**config.mk**
```make
export PLATFORM = sky130hd
export DESIGN_NAME = seq_array_mult
export DESIGN_NICKNAME = d
export VERILOG_FILES = /design/src/rtl/seq_mult_pkg.sv /design/src/rtl/mult_cond_negate.sv /design/src/rtl/seq_array_mult.sv
export SDC_FILE = /design/constraint.sdc
export NUM_CORES = 1
export LEC_CHECK = 0
export ABC_AREA = 1
export BUFFER_PORTS_ARGS = -buffer_cell sky130_fd_sc_hd__buf_2
export CORE_MARGIN = 1.5
export CORE_UTILIZATION = 36
export CTS_CLUSTER_DIAMETER = 150
export DETAILED_ROUTE_END_ITERATION = 12
export PLACE_DENSITY = 0.57
export SETUP_SLACK_MARGIN = 0.1
export SLEW_MARGIN = 20
export SYNTH_ARGS = -nofsm -noshare
export SYNTH_HDL_FRONTEND = slang
export SYNTH_HIERARCHICAL = 1
export SYNTH_SLANG_ARGS = --single-unit
```
**constraint.sdc**
```tcl
create_clock -name clk -period 3.6 [get_ports clk]
set_clock_uncertainty 0.15 [all_clocks]
set_input_delay 1.08 -clock clk [delete_from_list [all_inputs] [get_ports clk]]
set_output_delay 1.08 -clock clk [all_outputs]
set_load 0.01 [all_outputs]
```
**src/rtl/seq_mult_pkg.sv**
```systemverilog
`default_nettype none
// +-----------------------------------------------------------------------------+
// | seq_mult_pkg : shared FSM state codes and width limit for seq_array_mult     |
// | Revision     : 1.0                                                           |
// +-----------------------------------------------------------------------------+
package seq_mult_pkg;

  typedef logic [1:0] state_t;

  localparam state_t IDLE = 2'd0;
  localparam state_t RUN  = 2'd1;
  localparam state_t DONE = 2'd2;

  localparam int MAX_WIDTH = 16;

endpackage
`default_nettype wire

```
**src/rtl/mult_cond_negate.sv**
```systemverilog
`default_nettype none
// +-----------------------------------------------------------------------------+
// | mult_cond_negate : combinational two's-complement negate when neg is high    |
// | Revision         : 1.0                                                       |
// +-----------------------------------------------------------------------------+
module mult_cond_negate #(
  parameter int WIDTH = 4
) (
  input  logic [WIDTH-1:0] in_val,
  input  logic             neg,
  output logic [WIDTH-1:0] out_val
);

  localparam logic [WIDTH-1:0] C_ONE = {{(WIDTH-1){1'b0}}, 1'b1};

  assign out_val = neg ? (~in_val + C_ONE) : in_val;

endmodule
`default_nettype wire

```
**src/rtl/seq_array_mult.sv**
```systemverilog
`default_nettype none
// +-----------------------------------------------------------------------------+
// | seq_array_mult : iterative shift-add multiplier, one multiplier bit/cycle.   |
// | Optional early termination with `define SEQ_MULT_EARLY_TERM_EN.              |
// | Revision       : 1.0                                                         |
// +-----------------------------------------------------------------------------+
module seq_array_mult
  import seq_mult_pkg::*;
#(
  parameter int WIDTH = 4,
  parameter int CNT_W = $clog2(WIDTH) + 1
) (
  input  logic               clk,
  input  logic               rst_n,
  input  logic               in_valid,
  output logic               in_ready,
  input  logic [WIDTH-1:0]   in_a,
  input  logic [WIDTH-1:0]   in_b,
  input  logic               in_signed,
  output logic               out_valid,
  input  logic               out_ready,
  output logic [2*WIDTH-1:0] out_p,
  output logic               busy
);

  localparam int PW = 2 * WIDTH;
  localparam logic [CNT_W-1:0] C_CNT_ONE  = CNT_W'(1);
  localparam logic [CNT_W-1:0] C_CNT_INIT = CNT_W'(WIDTH);

  generate
    if (WIDTH < 2 || WIDTH > MAX_WIDTH) begin : g_width_check
      $error("seq_array_mult: WIDTH must be in 2..16");
    end
  endgenerate

  state_t             state_q, state_d;
  logic [CNT_W-1:0]   cnt_q, cnt_d;
  logic [WIDTH-1:0]   mcand_q, mcand_d;
  logic [WIDTH-1:0]   mplier_q, mplier_d;
  logic [PW-1:0]      acc_q, acc_d;
  logic               neg_q, neg_d;
  logic [PW-1:0]      p_q, p_d;

  logic [WIDTH-1:0]   mag_a, mag_b;
  logic [WIDTH:0]     sum;
  logic [PW-1:0]      acc_shift;
  logic [PW-1:0]      prod_fix;

  // Signed operands enter the datapath as magnitudes; -2^(WIDTH-1) maps onto itself.
  mult_cond_negate #(.WIDTH(WIDTH)) u_neg_a (
    .in_val  (in_a),
    .neg     (in_signed & in_a[WIDTH-1]),
    .out_val (mag_a)
  );

  mult_cond_negate #(.WIDTH(WIDTH)) u_neg_b (
    .in_val  (in_b),
    .neg     (in_signed & in_b[WIDTH-1]),
    .out_val (mag_b)
  );

  mult_cond_negate #(.WIDTH(PW)) u_neg_p (
    .in_val  (acc_q),
    .neg     (neg_q),
    .out_val (prod_fix)
  );

  assign sum       = {1'b0, acc_q[PW-1:WIDTH]} + {1'b0, (mplier_q[0] ? mcand_q : '0)};
  assign acc_shift = {sum, acc_q[WIDTH-1:1]};

  always_comb begin
    state_d  = state_q;
    cnt_d    = cnt_q;
    mcand_d  = mcand_q;
    mplier_d = mplier_q;
    acc_d    = acc_q;
    neg_d    = neg_q;
    p_d      = p_q;
    case (state_q)
      IDLE: begin
        if (in_valid) begin
          mcand_d  = mag_a;
          mplier_d = mag_b;
          acc_d    = '0;
          neg_d    = in_signed & (in_a[WIDTH-1] ^ in_b[WIDTH-1]);
          cnt_d    = C_CNT_INIT;
          state_d  = RUN;
        end
      end
      RUN: begin
        // Counter at zero: all bits consumed, register the sign-corrected product.
        if (cnt_q == '0) begin
          p_d     = prod_fix;
          state_d = DONE;
        end else begin
          mplier_d = mplier_q >> 1;
`ifdef SEQ_MULT_EARLY_TERM_EN
          if (mplier_q[WIDTH-1:1] == '0) begin
            acc_d = acc_shift >> (cnt_q - C_CNT_ONE);
            cnt_d = '0;
          end else begin
            acc_d = acc_shift;
            cnt_d = cnt_q - C_CNT_ONE;
          end
`else
          acc_d = acc_shift;
          cnt_d = cnt_q - C_CNT_ONE;
`endif
        end
      end
      DONE: begin
        if (out_ready) begin
          state_d = IDLE;
        end
      end
      default: state_d = IDLE;
    endcase
  end

  always_ff @(posedge clk or negedge rst_n) begin
    if (!rst_n) begin
      state_q  <= IDLE;
      cnt_q    <= '0;
      mcand_q  <= '0;
      mplier_q <= '0;
      acc_q    <= '0;
      neg_q    <= 1'b0;
      p_q      <= '0;
    end else begin
      state_q  <= state_d;
      cnt_q    <= cnt_d;
      mcand_q  <= mcand_d;
      mplier_q <= mplier_d;
      acc_q    <= acc_d;
      neg_q    <= neg_d;
      p_q      <= p_d;
    end
  end

  assign in_ready  = (state_q == IDLE);
  assign out_valid = (state_q == DONE);
  assign busy      = (state_q != IDLE);
  assign out_p     = p_q;

endmodule
`default_nettype wire

```
==> results of run 1 <==
## kinds of logic (layout without fill, tap and decap cells)
family | Yosys count | after routing
DFF | 30 | 30
and+or+nand+nor | 145 | 145
buffers and inverters | 45 | 70
xor gates and xnor gates | 6 | 6
AOI/OAI and AO/OA | 15 | 15
adders and majority gates | 10 | 10
## critical path, cell delays in order (launching register included)
cell     delay (ns)
dfrtp_1        0.43
nor2_2         0.17
inv_1          0.05
buf_2          0.13
## how the worst max path moves through the flow
stage,from,endpoint,slack [ns],cells past startpoint
3_5_place_dp,in_b[0],mplier_q[2],1.44,11
3_3_place_gp,in_b[0],mplier_q[2],1.48,11
6_report,state_q[0],busy,1.31,3
2_1_floorplan,in_b[0],mplier_q[2],1.61,10
4_1_cts,state_q[0],busy,1.29,3
5_1_grt,state_q[0],busy,1.24,3
## through the flow
step,power [uW],worst slack (ns),hold WS [ns],instances,utilization [%]
6_report,1640,1.31,0.315,343,43.1
5_1_grt,1810,1.24,0.338,343,43.1
4_1_cts,1670,1.29,0.320,343,43.1
3_5_place_dp,1380,1.44,0.304,335,41.2
3_3_place_gp,1360,1.48,0.299,335,41.2
2_1_floorplan,1200,1.61,0.292,251,-
## registers in the layout (all words and copies together) (netlist names)
register and count:
neg_q 1, cnt_q 3, state_q 2, mplier_q 4, out_p 8, acc_q 8, mcand_q 4
## layer usage
| metal | global-route usage (%) | part of all wire (%) |
|---|---|---|
| met5 | 0 | 0 |
| met1 | 17.9 | 48 |
| met2 | 22.7 | 46 |
| met3 | 4.47 | 4.8 |
| met4 | 5.45 | 1.7 |
## power by group through the flow
stage	Combinational, uW	Clock [uW]	Sequential (uW)
after floorplan	627	0	578
after global placement	776	0	588
after detailed placement	790	0	588
after CTS	792	294	582
after global routing	904	306	603
final	776	284	581
## synthesized netlist by cell type
cell      count  area share, %
xnor2_1       2           0.96
a21oi_1       2           0.55
fa_1          1            1.1
o22ai_1       5            1.7
ha_1          9            6.1
buf_4         5            2.0
o21ai_2       1           0.48
nand3b_1      2           0.82
nand2_1     104             21
o31ai_1       1           0.41
xor2_1        4            1.9
nor2_4        1           0.61
o21ai_0       6            1.6
inv_1        38            7.8
nand3_1      19            5.2
nor2_2        4            1.4
dfrtp_1      30             41
inv_2         1           0.20
nand2_2       3            1.0
buf_6         1           0.61
nor2_1       10            2.0
nand2_4       2            1.2
## cell type report
cell class / count / area (um2) / area share [%]
repair buffers: 23 / 115 / 5.55
inverters: 39 / 146 / 7.05
clock inverters: 1 / 5.00 / 0.241
well taps: 67 / 83.8 / 4.04
multi-input cells: 176 / 888 / 42.8
flip-flops and latches: 30 / 751 / 36.2
clock buffers: 7 / 86.3 / 4.16
==> results.cfg, run 1 <==
[clocking]
clk_path_buf_depth = 2
cts-hold-fix-buffers = 0
cts_tree = done
cts.sinks = 30
cts_resized = 0
cts_buffers = 5
cts-root-buf = clkbuf_8
insertion_delay_ns = 0.29
cts-htree-levels = 2
clk_pin_slew_ns = 0.06
post-cts-setup-buffers = 0

[timing]
grt_setup_unrepaired = false
fin_tns_setup_ns = 0
min_period_ns = 2.29
slew_headroom_pct = 54.6
finalSetupViolCount = 0
hold_viol = 0
worst_pin_slew_ns = 0.682
maxSlewViolCount = 0
finalCritPeriodShare_pct = 63.6
max_freq_mhz = 437

[synthesis]
synthXorXnorAreaFrac_pct = 2.86
synth_simple_gate_area_share_pct = 33.6
syn_avg_cell_area_um2 = 7.31
yosys_warnings = 6
ys_ff_latch = 30
synth_nets = 274
syn_inst = 251
synth_compound_area_share_pct = 4.77
synth.area.mux_share_pct = 0
synth_top_family_by_area = simple AND/OR/NAND/NOR gates
synth_fa_ha_area_share_pct = 7.23
yosysSeqAreaShare_pct = 40.9
netlist_area_um2 = 1830
synth.distinct_cells = 22

[power]
power_switching_uw = 735
clkPwrFrac_pct = 17.3
ir_drop_mv = 0.216
pwr_density_cell_nw_per_um2 = 790
internal_power_uw = 905
seqPwrFrac_pct = 35.4
p_comb_share_pct = 47.3
power_leakage_uw = 0.00121
swShare_pct = 44.8

[die]
core_um2 = 4820
die_w_um = 74.4
rows = 25
num_io_pins = 24
die-area_um2 = 5530
fp.dieH_um = 74.4
start_util_pct = 38.1

[global_routing]
grt_pass1_wl_um = 5940
antenna_found_initial = 0
grt_max_degree = 31
grt_pass1_vias = 1328
grt_util_all_layers_pct = 14.2
overflow = 0

[worst_hold_path]
min_path_type = flip-flop to flip-flop
hold_start = out_p[2]
worstHoldEndpoint = out_p[2]
min_path_cells = 2

[worst_setup_path]
cp_max_fo = 5
critPathLaunchType = flip-flop
setup.worst_path.class = flip-flop to output port
critPathCaptureType = output port
rr_worst_depth = 7
r2r_slack_ns = 1.89
r2r-end = acc_q[5]
rr_startpoint = mplier_q[0]
crit_arrival_ns = 1.06
crit_required_ns = 2.37

[placement]
numPortBuffers = 23
hpwl_um = 2470
gp_congestion = 0.755
placed_area_um2 = 1980

[final_layout]
fillCellCount = 544
drive_above_1_share_pct = 15.2
final_cell_mix = nand2_1, inv_1, dfrtp_1
area_growth_pct = 13.2
final_common_cell = nand2_1
design_area_um2 = 2080
n_antenna_cell = 0
nets = 298

[detailed_routing]
drtAntennaViolNets = 0
drt-initial-drc-count = 55
firstDrtPassIters = 4
route.vias.total = 1510
drc_errors = 0
wl_per_cell_um = 9.80
routed_wl_um = 3360
via_per_inst = 4.40

[run_status]
outcome = completed

[job]
max-cap-violations = 0
Note: power is estimated with default switching activity, not from simulation.
==> run 2: changes to the inputs <==
Settings changed: PLACE_DENSITY 0.57 to 0.59.
Clock period 3.6 ns to 2 ns, I/O delays scaled along.
==> run 2 against run 1 <==
  * Non-clock buffer count increased by 4
  * Hold slack got worse by 0.15 ns
  * Die area unchanged
==> results.cfg, run 2 (synthesis results as in run 1) <==
[final_layout]
drive_above_1_share_pct = 16.4
seqCellArea_um2 = 751
final_common_cell = nand2_1
n_antenna_cell = 0
multi_input_area_um2 = 888
final_cell_mix = nand2_1, inv_1, dfrtp_1
utilization_pct = 43.7
nets = 302
area_growth_pct = 14.8
fillCellCount = 525

[timing]
max_freq_mhz = 551
fin_tns_setup_ns = 0
finalSetupViolCount = 0
slew_headroom_pct = 74.9
finalCritPeriodShare_pct = 90.7
grt_setup_unrepaired = false
maxSlewViolCount = 0
min_period_ns = 1.81
worst_pin_slew_ns = 0.376
hold_viol = 0

[placement]
hpwl_um = 2510
numPortBuffers = 23
gp_congestion = 0.793

[worst_setup_path]
rr_startpoint = mplier_q[0]
startpoint = state_q[0]
crit_arrival_ns = 1.06
critPathLaunchType = flip-flop
critPathCaptureType = output port
crit_required_ns = 1.25
setup.worst_path.class = flip-flop to output port
r2r_slack_ns = 0.28
cp_max_fo = 5

[clocking]
cts_resized = 0
cts-htree-levels = 2
post-cts-setup-buffers = 0
clk_path_buf_depth = 2
cts_tree = done
clk_pin_slew_ns = 0.06
cts.sinks = 30
cts-root-buf = clkbuf_8
cts-hold-fix-buffers = 0
insertion_delay_ns = 0.28
cts_buffers = 5

[die]
rows = 25
fp.dieH_um = 74.4
core_um2 = 4820
start_util_pct = 38.1
die_w_um = 74.4
num_io_pins = 24
die-area_um2 = 5530

[power]
power_switching_uw = 1330
clkPwrFrac_pct = 16.7
ir_drop_mv = 0.440
seqPwrFrac_pct = 34.9
internal_power_uw = 1660
power_leakage_uw = 0.00123
pwr_density_cell_nw_per_um2 = 1420
swShare_pct = 44.3
p_comb_share_pct = 48.3

[global_routing]
antenna_found_initial = 0
grt_max_degree = 31
grt_util_all_layers_pct = 15.0
grt_pass1_vias = 1500
overflow = 0
grt_pass1_wl_um = 6250

[run_status]
outcome = completed

[job]
max-cap-violations = 0

[detailed_routing]
routed_wl_um = 3350
drt-initial-drc-count = 73
firstDrtPassIters = 4
wl_per_cell_um = 9.64
drtAntennaViolNets = 0
route.vias.total = 1517
via_per_inst = 4.37
drc_errors = 0

[worst_hold_path]
min_path_type = input port to asynchronous set/reset pin
==> run 2: cell count changes in the layout (fill, tap and decap cells not counted) <==
cell   change
buf_4      +4
==> run 2: per-stage QoR <==
stage               cell area [um2]  worst slack, ns  hold slack [ns]  power, uW  std cells
global route                   2110            0.109            0.202       3330        347
finish                         2110            0.186            0.167       2990        347
global placement               2010            0.354            0.298       2500        339
detailed placement             2010            0.308            0.304       2520        339
floorplan                      1830            0.417            0.154       2170        251
CTS                            2110            0.173            0.177       3040        347
==> run 2: per-layer routing <==
layer,track usage (%),routed length [um]
met5,0,0
met4,5.25,50
met3,5.01,116
met2,26.6,1600
met1,16.7,1580
==> run 2: worst max-delay path, cell delays in order, from the launching register on <==
cell and delay (ns):
dfrtp_1 0.43, nor2_2 0.17, inv_1 0.05, buf_2 0.13
==> run 2: path summary, 6_finish.rpt <==
kind	end	cells after the start
worst max-delay path	busy	3
worst min-delay path	out_p[1]	2
worst max register to register	acc_q[5]	7
worst min register to register	out_p[2]	2
max in group asynchronous	mcand_q[3]	2
min in group clk	out_p[2]	2
==> run 2: final cells by class <==
type / count / share of cell area [%]
Multi-Input combinational cell: 176 / 42.2
Sequential cell: 30 / 35.7
Inverter: 39 / 6.95
Timing Repair Buffer: 27 / 6.89
Clock buffer: 7 / 4.10
Tap cell: 67 / 3.98
Clock inverter: 1 / 0.238
==> run 2: power groups by stage <==
stage	combinational (uW)	sequential, uW	clock (uW)
final	1450	1050	500
after detailed placement	1460	1060	0
after floorplan	1130	1040	0
after global placement	1450	1050	0
after global routing	1690	1090	555
after CTS	1470	1050	525
==> run 3: changes to the inputs <==
--- a/config.mk
+++ b/config.mk
@@ -12,4 +12,5 @@
 export CTS_CLUSTER_DIAMETER = 150
 export DETAILED_ROUTE_END_ITERATION = 12
+export MAX_ROUTING_LAYER = met4
 export PLACE_DENSITY = 0.59
 export SETUP_SLACK_MARGIN = 0.1
==> constraint.sdc (replaced) <==
create_clock -name clk -period 2 [get_ports clk]
set_clock_uncertainty 0.15 [all_clocks]
set_input_delay 0.3 -clock clk [delete_from_list [all_inputs] [get_ports clk]]
set_output_delay 0.3 -clock clk [all_outputs]
set_load 0.01 [all_outputs]
==> run 3 against run 2 <==
  * Hold slack got worse by 0.12 ns
  * Sequential share of layout area rose by 0.23 points
  * Die area stayed put
  * Sequential power about the same
  * Via count down 1.1%
  * Cell area shrank 0.65%
  * First-iteration DRC count is 11% higher
==> results.cfg, run 3 (synthesis results as in run 1) <==
[clocking]
cts_buffers = 5
cts.sinks = 30
clk_path_buf_depth = 2
insertion_delay_ns = 0.27
clk_pin_slew_ns = 0.06
cts-htree-levels = 2
cts_tree = done
cts-root-buf = clkbuf_8
post-cts-setup-buffers = 0

[die]
start_util_pct = 38.1
core_um2 = 4820
num_io_pins = 24
die-area_um2 = 5530
rows = 25
fp.dieH_um = 74.4
die_w_um = 74.4

[timing]
max_freq_mhz = 592
grt_setup_unrepaired = false
slew_headroom_pct = 56.4
fin_ws_ns = 0.310
min_period_ns = 1.69
fin_tns_setup_ns = 0
worst_pin_slew_ns = 0.653
maxSlewViolCount = 0
finalSetupViolCount = 0
finalCritPeriodShare_pct = 84.5
hold_viol = 0

[final_layout]
area_growth_pct = 14.1
fillCellCount = 532
final_cell_mix = nand2_1, inv_1, dfrtp_1
nets = 301
n_antenna_cell = 0
drive_above_1_share_pct = 15.5
final_common_cell = nand2_1

[detailed_routing]
routed_wl_um = 3430
drtAntennaViolNets = 0
wl_per_cell_um = 9.97
firstDrtPassIters = 4
drt-initial-drc-count = 81
via_per_inst = 4.36
route.vias.total = 1500
drc_errors = 0

[worst_setup_path]
crit_required_ns = 2.05
setup.worst_path.class = flip-flop to flip-flop
rr_startpoint = mplier_q[0]
critPathCaptureType = flip-flop
crit_arrival_ns = 1.74
critPathLaunchType = flip-flop
startpoint = mplier_q[0]
cp_max_fo = 5

[placement]
numPortBuffers = 23
dp_slack_ns = 0.327
hpwl_um = 2560
gp_congestion = 0.798

[global_routing]
grt_util_all_layers_pct = 15.3
grt_pass1_wl_um = 6250
grt_pass1_vias = 1413
grt_max_degree = 31
antenna_found_initial = 0
overflow = 0

[run_status]
outcome = completed

[worst_hold_path]
hold_start = out_ready
min_path_type = input port to flip-flop

[power]
power_leakage_uw = 0.00122
pwr_density_cell_nw_per_um2 = 1410
ir_drop_mv = 0.335

[job]
max-cap-violations = 0
-- run 3: worst paths after layout --
path / to / slack [ns] / depth (start not counted)
setup reg to reg: acc_q[5] / 0.31 / 7
hold reg to reg: out_p[3] / 0.31 / 2
max in group asynchronous: mcand_q[0] / 0.83 / 2
hold / removal: state_q[1] / 0.05 / 2
setup / recovery: acc_q[5] / 0.31 / 7
min in group asynchronous: out_p[0] / 0.44 / 2
-- run 3: layer usage --
layer / global-route usage (%) / vias to the layer above / part of all wire, %
met1: 17.9 / 658 / 48
met4: 5.66 / 0 / 0.87
li1: - / 816 / -
met5: - / - / 0
met3: 4.20 / 2 / 3.6
met2: 25.0 / 24 / 48
-- run 3: worst max-delay path, cell delays in order (launching register included) --
cell	delay, ns
dfrtp_1	0.40
nand2_1	0.07
inv_1	0.05
ha_1	0.17
inv_1	0.06
fa_1	0.40
xor2_1	0.18
o22ai_1	0.14
-- run 3: through the flow --
stage	power, uW	utilization [%]	std cells	instance area (um2)	hold WS (ns)
6_report	2950	43.4	344	2090	0.0509
5_1_grt	3280	43.4	344	2090	0.0372
4_1_cts	3010	43.4	344	2090	0.0364
3_5_place_dp	2510	41.5	337	2000	0.229
3_3_place_gp	2480	41.5	337	2000	0.227
2_1_floorplan	2170	-	251	1830	-0.146
-- run 3: power breakdown --
group | switching (uW) | internal, uW | leakage (uW) | total (uW)
combinational | 899 | 527 | 0.000782 | 1430
sequential | 195 | 855 | 0.000391 | 1050
clock | 208 | 265 | 0.0000431 | 472
total | 1300 | 1650 | 0.00122 | 2950
-- run 3: area by class of cell --
class                      instances  area [um2]  area share (%)
clock buffer                       6        82.6            3.95
inverter                          39         146            7.00
multi-input combinational        176         888            42.5
sequential                        30         751            35.9
tap                               67        83.8            4.01
timing repair buffer              26         140            6.70
-- run 3: repair_timing --
item	CTS	global route
resized for setup	0	0
endpoints found under the hold margin	30	0
setup endpoints to repair	0	0
hold buffers	1	0
